<file path="config.mk">
export PLATFORM = sky130hd
export DESIGN_NAME = flags_ctx_register
export DESIGN_NICKNAME = d
export VERILOG_FILES = /design/src/rtl/flags_pkg.sv /design/src/rtl/flags_ctx_stack.sv /design/src/rtl/flags_ctx_register.sv
export SDC_FILE = /design/constraint.sdc
export NUM_CORES = 1
export LEC_CHECK = 0
export BUFFER_PORTS_ARGS = -buffer_cell sky130_fd_sc_hd__buf_4
export CELL_PAD_IN_SITES_DETAIL_PLACEMENT = 1
export CELL_PAD_IN_SITES_GLOBAL_PLACEMENT = 2
export CORE_MARGIN = 5
export CORE_UTILIZATION = 37
export DETAILED_ROUTE_END_ITERATION = 10
export GPL_ROUTABILITY_DRIVEN = 0
export PLACE_DENSITY_LB_ADDON = 0.1
export RECOVER_POWER = 100
export SYNTH_ARGS = -nofsm -noshare
export SYNTH_HDL_FRONTEND = slang
export SYNTH_HIERARCHICAL = 1
export SYNTH_SLANG_ARGS = --single-unit
</file>
<file path="constraint.sdc">
create_clock -name clk_i -period 4.9 [get_ports clk_i]
set_input_delay 0.98 -clock clk_i [delete_from_list [all_inputs] [get_ports clk_i]]
set_output_delay 0.98 -clock clk_i [all_outputs]
set_load 0.03 [all_outputs]
</file>
<file path="src/rtl/flags_pkg.sv">
// Shared flag indices, opcode constants and the per-opcode flag update mask.
package flags_pkg;

    localparam int unsigned FLAG_Z = 0;
    localparam int unsigned FLAG_C = 1;
    localparam int unsigned FLAG_S = 2;
    localparam int unsigned FLAG_O = 3;

    localparam int unsigned MASK_W = 4;

    localparam logic [4:0] OP_ADD    = 5'b00000;
    localparam logic [4:0] OP_ADC    = 5'b00001;
    localparam logic [4:0] OP_SUB    = 5'b00011;
    localparam logic [4:0] OP_NEG    = 5'b00110;
    localparam logic [4:0] OP_SHL    = 5'b01000;
    localparam logic [4:0] OP_SHR    = 5'b01001;
    localparam logic [4:0] OP_TST    = 5'b10000;
    localparam logic [4:0] OP_LOG_LO = 5'b10001;
    localparam logic [4:0] OP_LOG_HI = 5'b11110;

    localparam logic [MASK_W-1:0] MASK_ZCSO = 4'b1111;
    localparam logic [MASK_W-1:0] MASK_ZCS  = 4'b0111;
    localparam logic [MASK_W-1:0] MASK_ZS   = 4'b0101;
    localparam logic [MASK_W-1:0] MASK_Z    = 4'b0001;
    localparam logic [MASK_W-1:0] MASK_NONE = 4'b0000;

    function automatic logic [MASK_W-1:0] flag_mask(input logic [4:0] op);
        logic [MASK_W-1:0] m;
        m = MASK_NONE;
        if (op == OP_ADD || op == OP_ADC || (op >= OP_SUB && op <= OP_NEG)) begin
            m = MASK_ZCSO;
        end else if (op == OP_SHL || op == OP_SHR) begin
            m = MASK_ZCS;
        end else if (op == OP_TST) begin
            m = MASK_Z;
        end else if (op >= OP_LOG_LO && op <= OP_LOG_HI) begin
            m = MASK_ZS;
        end
        return m;
    endfunction

endpackage

</file>
<file path="src/rtl/flags_ctx_stack.sv">
// Context stack for flag save/restore: DEPTH x NFLAGS storage with push, pop and swap.
module flags_ctx_stack #(
    parameter int unsigned NFLAGS = 4,
    parameter int unsigned DEPTH  = 4,
    localparam int unsigned CNT_W = $clog2(DEPTH + 1),
    localparam int unsigned AW    = $clog2(DEPTH)
) (
    input  logic              clk_i,
    input  logic              reset_i,
    input  logic              push_i,
    input  logic              pop_i,
    input  logic [NFLAGS-1:0] wdata_i,
    output logic [NFLAGS-1:0] rdata_o,
    output logic              pop_ok_o,
    output logic [CNT_W-1:0]  depth_o,
    output logic              full_o,
    output logic              empty_o,
    output logic              err_o
);

    logic [NFLAGS-1:0] mem_q [DEPTH];
    logic [CNT_W-1:0]  depth_q, depth_d;
    logic              err_q, err_d;
    logic              we;
    logic [AW-1:0]     waddr;
    logic [AW-1:0]     top_idx;

    assign full_o   = (depth_q == CNT_W'(DEPTH));
    assign empty_o  = (depth_q == '0);
    assign depth_o  = depth_q;
    assign err_o    = err_q;
    // Only meaningful when not empty; consumers gate it with pop_ok_o.
    assign top_idx  = AW'(depth_q - CNT_W'(1));
    assign rdata_o  = mem_q[top_idx];

    always_comb begin
        depth_d  = depth_q;
        err_d    = err_q;
        we       = 1'b0;
        waddr    = AW'(depth_q);
        pop_ok_o = 1'b0;
        if (push_i && pop_i) begin
            if (!empty_o) begin
                we       = 1'b1;
                waddr    = top_idx;
                pop_ok_o = 1'b1;
            end else begin
                err_d = 1'b1;
            end
        end else if (push_i) begin
            if (!full_o) begin
                we      = 1'b1;
                depth_d = depth_q + CNT_W'(1);
            end else begin
                err_d = 1'b1;
            end
        end else if (pop_i) begin
            if (!empty_o) begin
                pop_ok_o = 1'b1;
                depth_d  = depth_q - CNT_W'(1);
            end else begin
                err_d = 1'b1;
            end
        end
    end

    always_ff @(posedge clk_i or posedge reset_i) begin
        if (reset_i) begin
            depth_q <= '0;
            err_q   <= 1'b0;
        end else begin
            depth_q <= depth_d;
            err_q   <= err_d;
        end
    end

    // Storage is deliberately not reset; a write racing reset is dropped.
    always_ff @(posedge clk_i) begin
        if (we && !reset_i) begin
            mem_q[waddr] <= wdata_i;
        end
    end

endmodule

</file>
<file path="src/rtl/flags_ctx_register.sv">
// Processor status-flag register: masked ALU update, direct write and context stack.
module flags_ctx_register
    import flags_pkg::*;
#(
    parameter int unsigned NFLAGS = 4,
    parameter int unsigned OP_W   = 5,
    parameter int unsigned DEPTH  = 4,
    localparam int unsigned CNT_W = $clog2(DEPTH + 1)
) (
    input  logic              clk_i,
    input  logic              reset_i,
    input  logic              upd_en_i,
    input  logic [OP_W-1:0]   op_i,
    input  logic [NFLAGS-1:0] flags_in_i,
    input  logic              wr_en_i,
    input  logic [NFLAGS-1:0] wr_data_i,
    input  logic              push_i,
    input  logic              pop_i,
    output logic [NFLAGS-1:0] flags_out_o,
    output logic [CNT_W-1:0]  depth_o,
    output logic              full_o,
    output logic              empty_o,
    output logic              err_o
);

    logic [NFLAGS-1:0] flags_q, flags_d;
    logic [NFLAGS-1:0] mask;
    logic [NFLAGS-1:0] stack_top;
    logic              pop_ok;
    logic [31:0]       op_ext;

    // Opcodes with any bit above the 5-bit table update nothing.
    assign op_ext = 32'(op_i);
    assign mask   = (op_ext[31:5] == '0) ? NFLAGS'(flag_mask(op_ext[4:0])) : '0;

    flags_ctx_stack #(
        .NFLAGS (NFLAGS),
        .DEPTH  (DEPTH)
    ) u_stack (
        .clk_i    (clk_i),
        .reset_i  (reset_i),
        .push_i   (push_i),
        .pop_i    (pop_i),
        .wdata_i  (flags_q),
        .rdata_o  (stack_top),
        .pop_ok_o (pop_ok),
        .depth_o  (depth_o),
        .full_o   (full_o),
        .empty_o  (empty_o),
        .err_o    (err_o)
    );

    // pop > wr_en > upd_en; losers are dropped.
    always_comb begin
        flags_d = flags_q;
        if (pop_ok) begin
            flags_d = stack_top;
        end else if (wr_en_i) begin
            flags_d = wr_data_i;
        end else if (upd_en_i) begin
            flags_d = (flags_q & ~mask) | (flags_in_i & mask);
        end
    end

    always_ff @(posedge clk_i or posedge reset_i) begin
        if (reset_i) begin
            flags_q <= '0;
        end else begin
            flags_q <= flags_d;
        end
    end

    assign flags_out_o = flags_q;

endmodule

</file>
==> results of run 1 <==
==> synthesized netlist by cell type (all sizes together), types with 3 or more instances <==
cell type   n
edfxtp     16
nand2       5
o21ai       3
ha          3
nor3        4
buf         5
dfrtp       8
inv        13
xnor2       4
mux4        4
a21oi      10
==> stage by stage <==
stage	util	instance area [sq um]	setup WS (ns)
3_3_place_gp	0.4429	1622	2.266
2_1_floorplan	-	1393	2.444
4_1_cts	0.4552	1667	1.887
5_1_grt	0.4450	1629	1.551
6_report	0.4450	1629	1.733
3_5_place_dp	0.4429	1622	2.190
==> area by class of cell <==
| class | instances | area (sq um) |
|---|---|---|
| fillers | 417 | 2032 |
| flip-flops and latches | 24 | 680.7 |
| multi-input cells | 76 | 621.8 |
| repair buffers | 28 | 172.7 |
| well taps | 48 | 60.06 |
| inverters | 13 | 48.80 |
| clock buffers | 3 | 41.29 |
| clock inverters | 1 | 3.754 |
==> routing by layer <==
layer  vias up  global-route usage  share of wire
met5         -                   0              0
met1       539              0.1714           0.45
met2        15              0.2224           0.51
li1        507                   -              -
met4         0             0.05010         0.0064
met3         2             0.02665          0.033
==> worst min-delay path by stage <==
stage                     slack (ns)             to                 from
after floorplan                 0.63       register  u_stack/mem_q[1][3]
after global placement          0.46  u_stack/err_o        u_stack/err_o
after detailed placement        0.45  u_stack/err_o        u_stack/err_o
after CTS                       0.47  u_stack/err_o        u_stack/err_o
after global routing            0.50  u_stack/err_o        u_stack/err_o
final                           0.46  u_stack/err_o        u_stack/err_o
==> kinds of logic after synthesis <==
group           share of synthesized area
simple gates                       0.1519
compound gates                     0.1554
buf+inv                           0.06469
xor+xnor                          0.02515
fa+ha+maj                         0.02696
mux                               0.08715
flops                              0.4888
==> where the power goes <==
group          switching [W]  total [W]  internal (W)
logic               0.000254   0.000417      0.000162
clock network      0.0000582   0.000114     0.0000559
registers          0.0000697   0.000355      0.000286
==> critical path: stages, from the launching register on <==
cell and delay [ns]:
dfrtp_1 0.53, inv_1 0.18, ha_1 0.41, or2b_2 0.38, inv_1 0.11, clkbuf_1 0.32
==> flow_summary.yaml, run 1 <==
timing:
  finClkSkew_ns: 0.001367
  rsz0062_at_grt: "no"
  fin_crit_ns: 3.167
  drv_slew: 0
  fmax_mhz: 315.7
  worstMarginPinSlew_ns: 0.6882
  fin_tns_setup_ns: 0
  setup_viol: 0
  finalHoldViolCount: 0
  finalCritPeriodShare: 0.6464
  whs_ns: 0.4614
  relSlewSlack: 0.5377
power:
  p_per_area_nw_per_um2: 544.0
  p_leak_nw: 0.6298
  p_total_w: 0.0008862
  peakVddDrop_uv: 365.1
floorplanning:
  pin_count: 29
  die_y_um: 71.35
  dieArea_sq_um: 5091
  rows: 22
  core_sq_um: 3661
  dieWidth_um: 71.35
  initial_utilization: 0.3804
route:
  wl_per_cell_um: 17.11
  ant_nets: 0
  remaining_drc_errors: 0
  routed_wl_mm: 3.303
  drtIter0Drc: 67
  firstDrtPassIters: 4
  vias: 1063
  viasPerCell: 5.508
clock_tree:
  cts.clk_slew.worst_paths_ns: 0.08
  clk_latency_ns: 0.26
  cts_resized: 0
  cts.path.max_buffers: 2
  htree_levels: 1
  clock-sinks: 24
  cts_root_buffer: "clkbuf_8"
  cts_tree: "built"
  cts_setup_buffers: 0
  cts_buffers: 3
  ctsHoldBuffers: 0
synth:
  syn_area_per_cell_sq_um: 11.60
  synthArstFlopShare: 0.3333
  synth_area_leaders: "edfxtp_1 35%, dfrtp_1 14%, mux4_2 6.5%, a21oi_1 3.6%, inv_1 3.2%"
  netlist.top_cell.by_area: "edfxtp_1"
  synth-seq-area-share: 0.4888
  ys_types: 50
  ys_ff_latch: 24
  synth_cells: 120
  synth_fp_nets: 142
  synth_top_area_share: 0.3450
  synth_warnings: 6
  ys.flop_type: "edfxtp_1"
  syn_area_sq_um: 1393
  synth-edff-count: 16
global_routing:
  grt_usage: 0.1338
  antenna_found_initial: 0
  grt_pass1_vias: 1101
  grt_max_degree: 15
  grt_pass1_wl_mm: 5.347
  overflow: 0
critical_path:
  crit_arrival_ns: 2.19
  crit_required_ns: 3.92
  worst-path-max-fanout: 11
  regToRegStartpoint: "u_stack/depth_o[0]"
  crit_end: "empty_o"
  ff2ff_path_depth: 6
  reg2reg_setup_slack_ns: 2.25
  rr_endpoint: "u_stack/mem_q[0][2]"
  cp-end-kind: "primary output"
  critical_path_class: "reg2out"
  critPathLaunch: "u_stack/depth_o[0]"
  crit_path_start_kind: "register"
layout:
  antenna_cells: 0
  final_common_cell: "buf_4"
  nNetsFinal: 168
  finalNonFillerCells: 193
  final_layout_size_suffix_gt1_frac: 0.2138
  areaGrowthSynthToFinish_pct: 16.98
  mostFrequentLayoutCells: "18 x buf_4, 16 x edfxtp_1, 13 x inv_1, 10 x a21oi_1, 10 x clkbuf_1"
placed_design:
  portBuffers: 28
  dp_cells: 189
  hpwl_mm: 2.541
worst_hold_path:
  hold_depth: 1
  hp-class: "reg2reg"
run_status:
  status: "finished clean"
job:
  drv_cap: 0
No activity file was read; power rests on OpenSTA's default activity.
==> run 2, diff against run 1 <==
--- a/config.mk
+++ b/config.mk
@@ -5,11 +5,12 @@
 export SDC_FILE = /design/constraint.sdc
 export NUM_CORES = 1
 export LEC_CHECK = 0
+export ABC_AREA = 1
 export BUFFER_PORTS_ARGS = -buffer_cell sky130_fd_sc_hd__buf_4
 export CELL_PAD_IN_SITES_DETAIL_PLACEMENT = 1
 export CELL_PAD_IN_SITES_GLOBAL_PLACEMENT = 2
 export CORE_MARGIN = 5
-export CORE_UTILIZATION = 37
+export CORE_UTILIZATION = 28
 export DETAILED_ROUTE_END_ITERATION = 10
 export GPL_ROUTABILITY_DRIVEN = 0
 export PLACE_DENSITY_LB_ADDON = 0.1
==> constraint.sdc (replaced) <==
create_clock -name clk_i -period 2.88 [get_ports clk_i]
set_input_delay 0.576 -clock clk_i [delete_from_list [all_inputs] [get_ports clk_i]]
set_output_delay 0.576 -clock clk_i [all_outputs]
set_load 0.03 [all_outputs]
==> run 2 against run 1 <==
  * Clock power increased to 2.6 times the previous value
  * Setup slack got worse by 1.2 ns
  * Routed wire length rose by 17%
  * First-iteration DRC count fell by 33%
  * Critical path type unchanged
  * Highest routed layer unchanged
  * Clock skew grew 0.00058 ns
==> flow_summary.yaml, run 2 <==
run_status:
  status: "finished clean"
synth:
  syn_area_per_cell_sq_um: 8.275
  synth_top_area_share: 0.3395
  syn_area_sq_um: 1415
  synth-edff-count: 16
  synth_warnings: 6
  synth_cells: 171
  synth_xor_area_frac: 0.006189
  ys_ff_latch: 24
  ys_types: 29
  netlist.top_cell.by_area: "edfxtp_1"
  synthMuxAreaShare: 0
  synth_top_family_by_area: "simple AND/OR/NAND/NOR gates"
  synthArstFlopShare: 0.3333
  synth_adder_area_share: 0.02653
  ys.flop_type: "edfxtp_1"
  synth-simple-area-share: 0.3121
  synth_common_cells: "46 x nand2_1, 19 x nor2_1, 18 x nand3_1, 16 x edfxtp_1, 15 x inv_1"
  synth_fp_nets: 193
  synth-seq-area-share: 0.4810
  synth_area_leaders: "edfxtp_1 34%, dfrtp_1 14%, nand2_1 12%, nand3_1 6.4%, nor2_1 5.0%"
  synth.most_common_cell: "nand2_1"
  synth_compound_area_frac: 0.09549
timing:
  fin_crit_ns: 2.373
  fin_tns_setup_ns: 0
  fmax_mhz: 421.5
  setup_viol: 0
  finalCritPeriodShare: 0.8238
  worstMarginPinSlew_ns: 0.5774
  finalHoldViolCount: 0
  drv_slew: 0
  worst_slack_ns: 0.5073
  relSlewSlack: 0.6151
  rsz0062_at_grt: "no"
  finClkSkew_ns: 0.001943
  whs_ns: 0.2143
route:
  viasPerCell: 4.640
  remaining_drc_errors: 0
  drtIter0Drc: 45
  firstDrtPassIters: 4
  ant_nets: 0
  wl_per_cell_um: 14.41
  routed_wl_mm: 3.848
  vias: 1239
critical_path:
  cp-end-kind: "primary output"
  critPathSlowestCell: "dfrtp_1"
  crit_arrival_ns: 1.80
  rr_endpoint: "u_stack/mem_q[1][0]"
  ff2ff_path_depth: 8
  slowest_delay_ns: 0.38
  crit_required_ns: 2.30
  reg2reg_setup_slack_ns: 0.61
  critical_path_class: "reg2out"
  critPathMostFrequentCell: "inv_1"
  crit_path_start_kind: "register"
  worst-path-max-fanout: 13
  regToRegStartpoint: "u_stack/depth_o[0]"
  crit_chain: "inv_1 > ha_1 > nand2_1 > inv_1 > clkbuf_1"
floorplanning:
  pin_count: 29
  dieWidth_um: 81.09
  initial_utilization: 0.2938
  rows: 25
  core_sq_um: 4817
  dieArea_sq_um: 6576
  die_y_um: 81.09
placed_design:
  portBuffers: 28
  hpwl_mm: 3.156
  post-place-ws_ns: 0.8617
clock_tree:
  clock-sinks: 24
  clk_latency_ns: 0.27
  cts_tree: "built"
  cts_resized: 0
  ctsHoldBuffers: 0
  cts.path.max_buffers: 2
  cts_setup_buffers: 0
  cts.clk_slew.worst_paths_ns: 0.08
  htree_levels: 1
  cts_buffers: 3
  cts_root_buffer: "clkbuf_8"
layout:
  multi_input_area_sq_um: 608.1
  nNetsFinal: 223
  fillers: 617
  final_common_cell: "nand2_1"
  antenna_cells: 0
  final_layout_size_suffix_gt1_frac: 0.1800
  seq_area_sq_um: 680.7
  areaGrowthSynthToFinish_pct: 20.60
  mostFrequentLayoutCells: "48 x nand2_1, 19 x nor2_1, 18 x nand3_1, 18 x buf_4"
global_routing:
  overflow: 0
  antenna_found_initial: 0
  grt_pass1_vias: 1310
  grt_usage: 0.1255
  grt_max_degree: 15
  grt_pass1_wl_mm: 6.216
power:
  p_leak_nw: 0.7715
  p_per_area_nw_per_um2: 982.9
  peakVddDrop_uv: 399.1
worst_hold_path:
  hp-class: "in2async"
job:
  drv_cap: 0
## run 2: per-layer routing
layer / part of all wire / track usage
met1: 0.46 / 0.1566
met2: 0.49 / 0.2184
met3: 0.033 / 0.02439
met4: 0.013 / 0.03716
met5: 0 / 0
## run 2: cell type report
cell class | instances | share of cell area
inverter | 20 | 0.04839
tap | 67 | 0.04912
clock inverter | 1 | 0.01760
timing repair buffer | 29 | 0.1056
sequential | 24 | 0.3988
clock buffer | 3 | 0.02419
multi-input combinational | 123 | 0.3563
## run 2: how the worst max path moves through the flow
stage / startpoint / end / slack, ns / cells after the start
after global placement: u_stack/depth_o[0] / register / 0.90 / 11
after global routing: u_stack/depth_o[0] / empty_o / 0.35 / 5
after detailed placement: u_stack/depth_o[0] / register / 0.86 / 11
final: u_stack/depth_o[0] / empty_o / 0.51 / 5
after floorplan: u_stack/depth_o[0] / u_stack/mem_q[2][0] / 0.86 / 8
after CTS: u_stack/depth_o[0] / full_o / 0.84 / 5
## run 2: worst max-delay path, delay by kind of cell, from the launching register on
kind | cells | cell delay, ns
buffers and inverters | 3 | 0.69
DFF | 1 | 0.38
adders and majority gates | 1 | 0.26
and+or+nand+nor | 1 | 0.19
## run 2: power by group
group | switching [W] | leakage [nW] | internal, W | total [W]
sequential | 0.0000825 | 0.238 | 0.000479 | 0.000562
clock | 0.000108 | 0.0357 | 0.000186 | 0.000293
combinational | 0.000577 | 0.498 | 0.000245 | 0.000822
total | 0.000767 | 0.772 | 0.000910 | 0.00168
## run 2: logic make-up after synthesis
kind of cell,Yosys count
AND/OR/NAND/NOR,95
XOR/XNOR,1
buffers and inverters,24
adder cells (fa/ha/maj),3
flip-flops,24
AO/OA/AOI/OAI,24
## run 2: stage by stage
step / total power, W / cell area, sq um / utilization / std cells
2_1_floorplan: 0.001170 / 1415 / - / 171
3_3_place_gp: 0.001452 / 1688 / 0.3504 / 263
3_5_place_dp: 0.001479 / 1688 / 0.3504 / 263
4_1_cts: 0.001778 / 1759 / 0.3652 / 267
5_1_grt: 0.001817 / 1707 / 0.3543 / 267
6_report: 0.001677 / 1707 / 0.3543 / 267
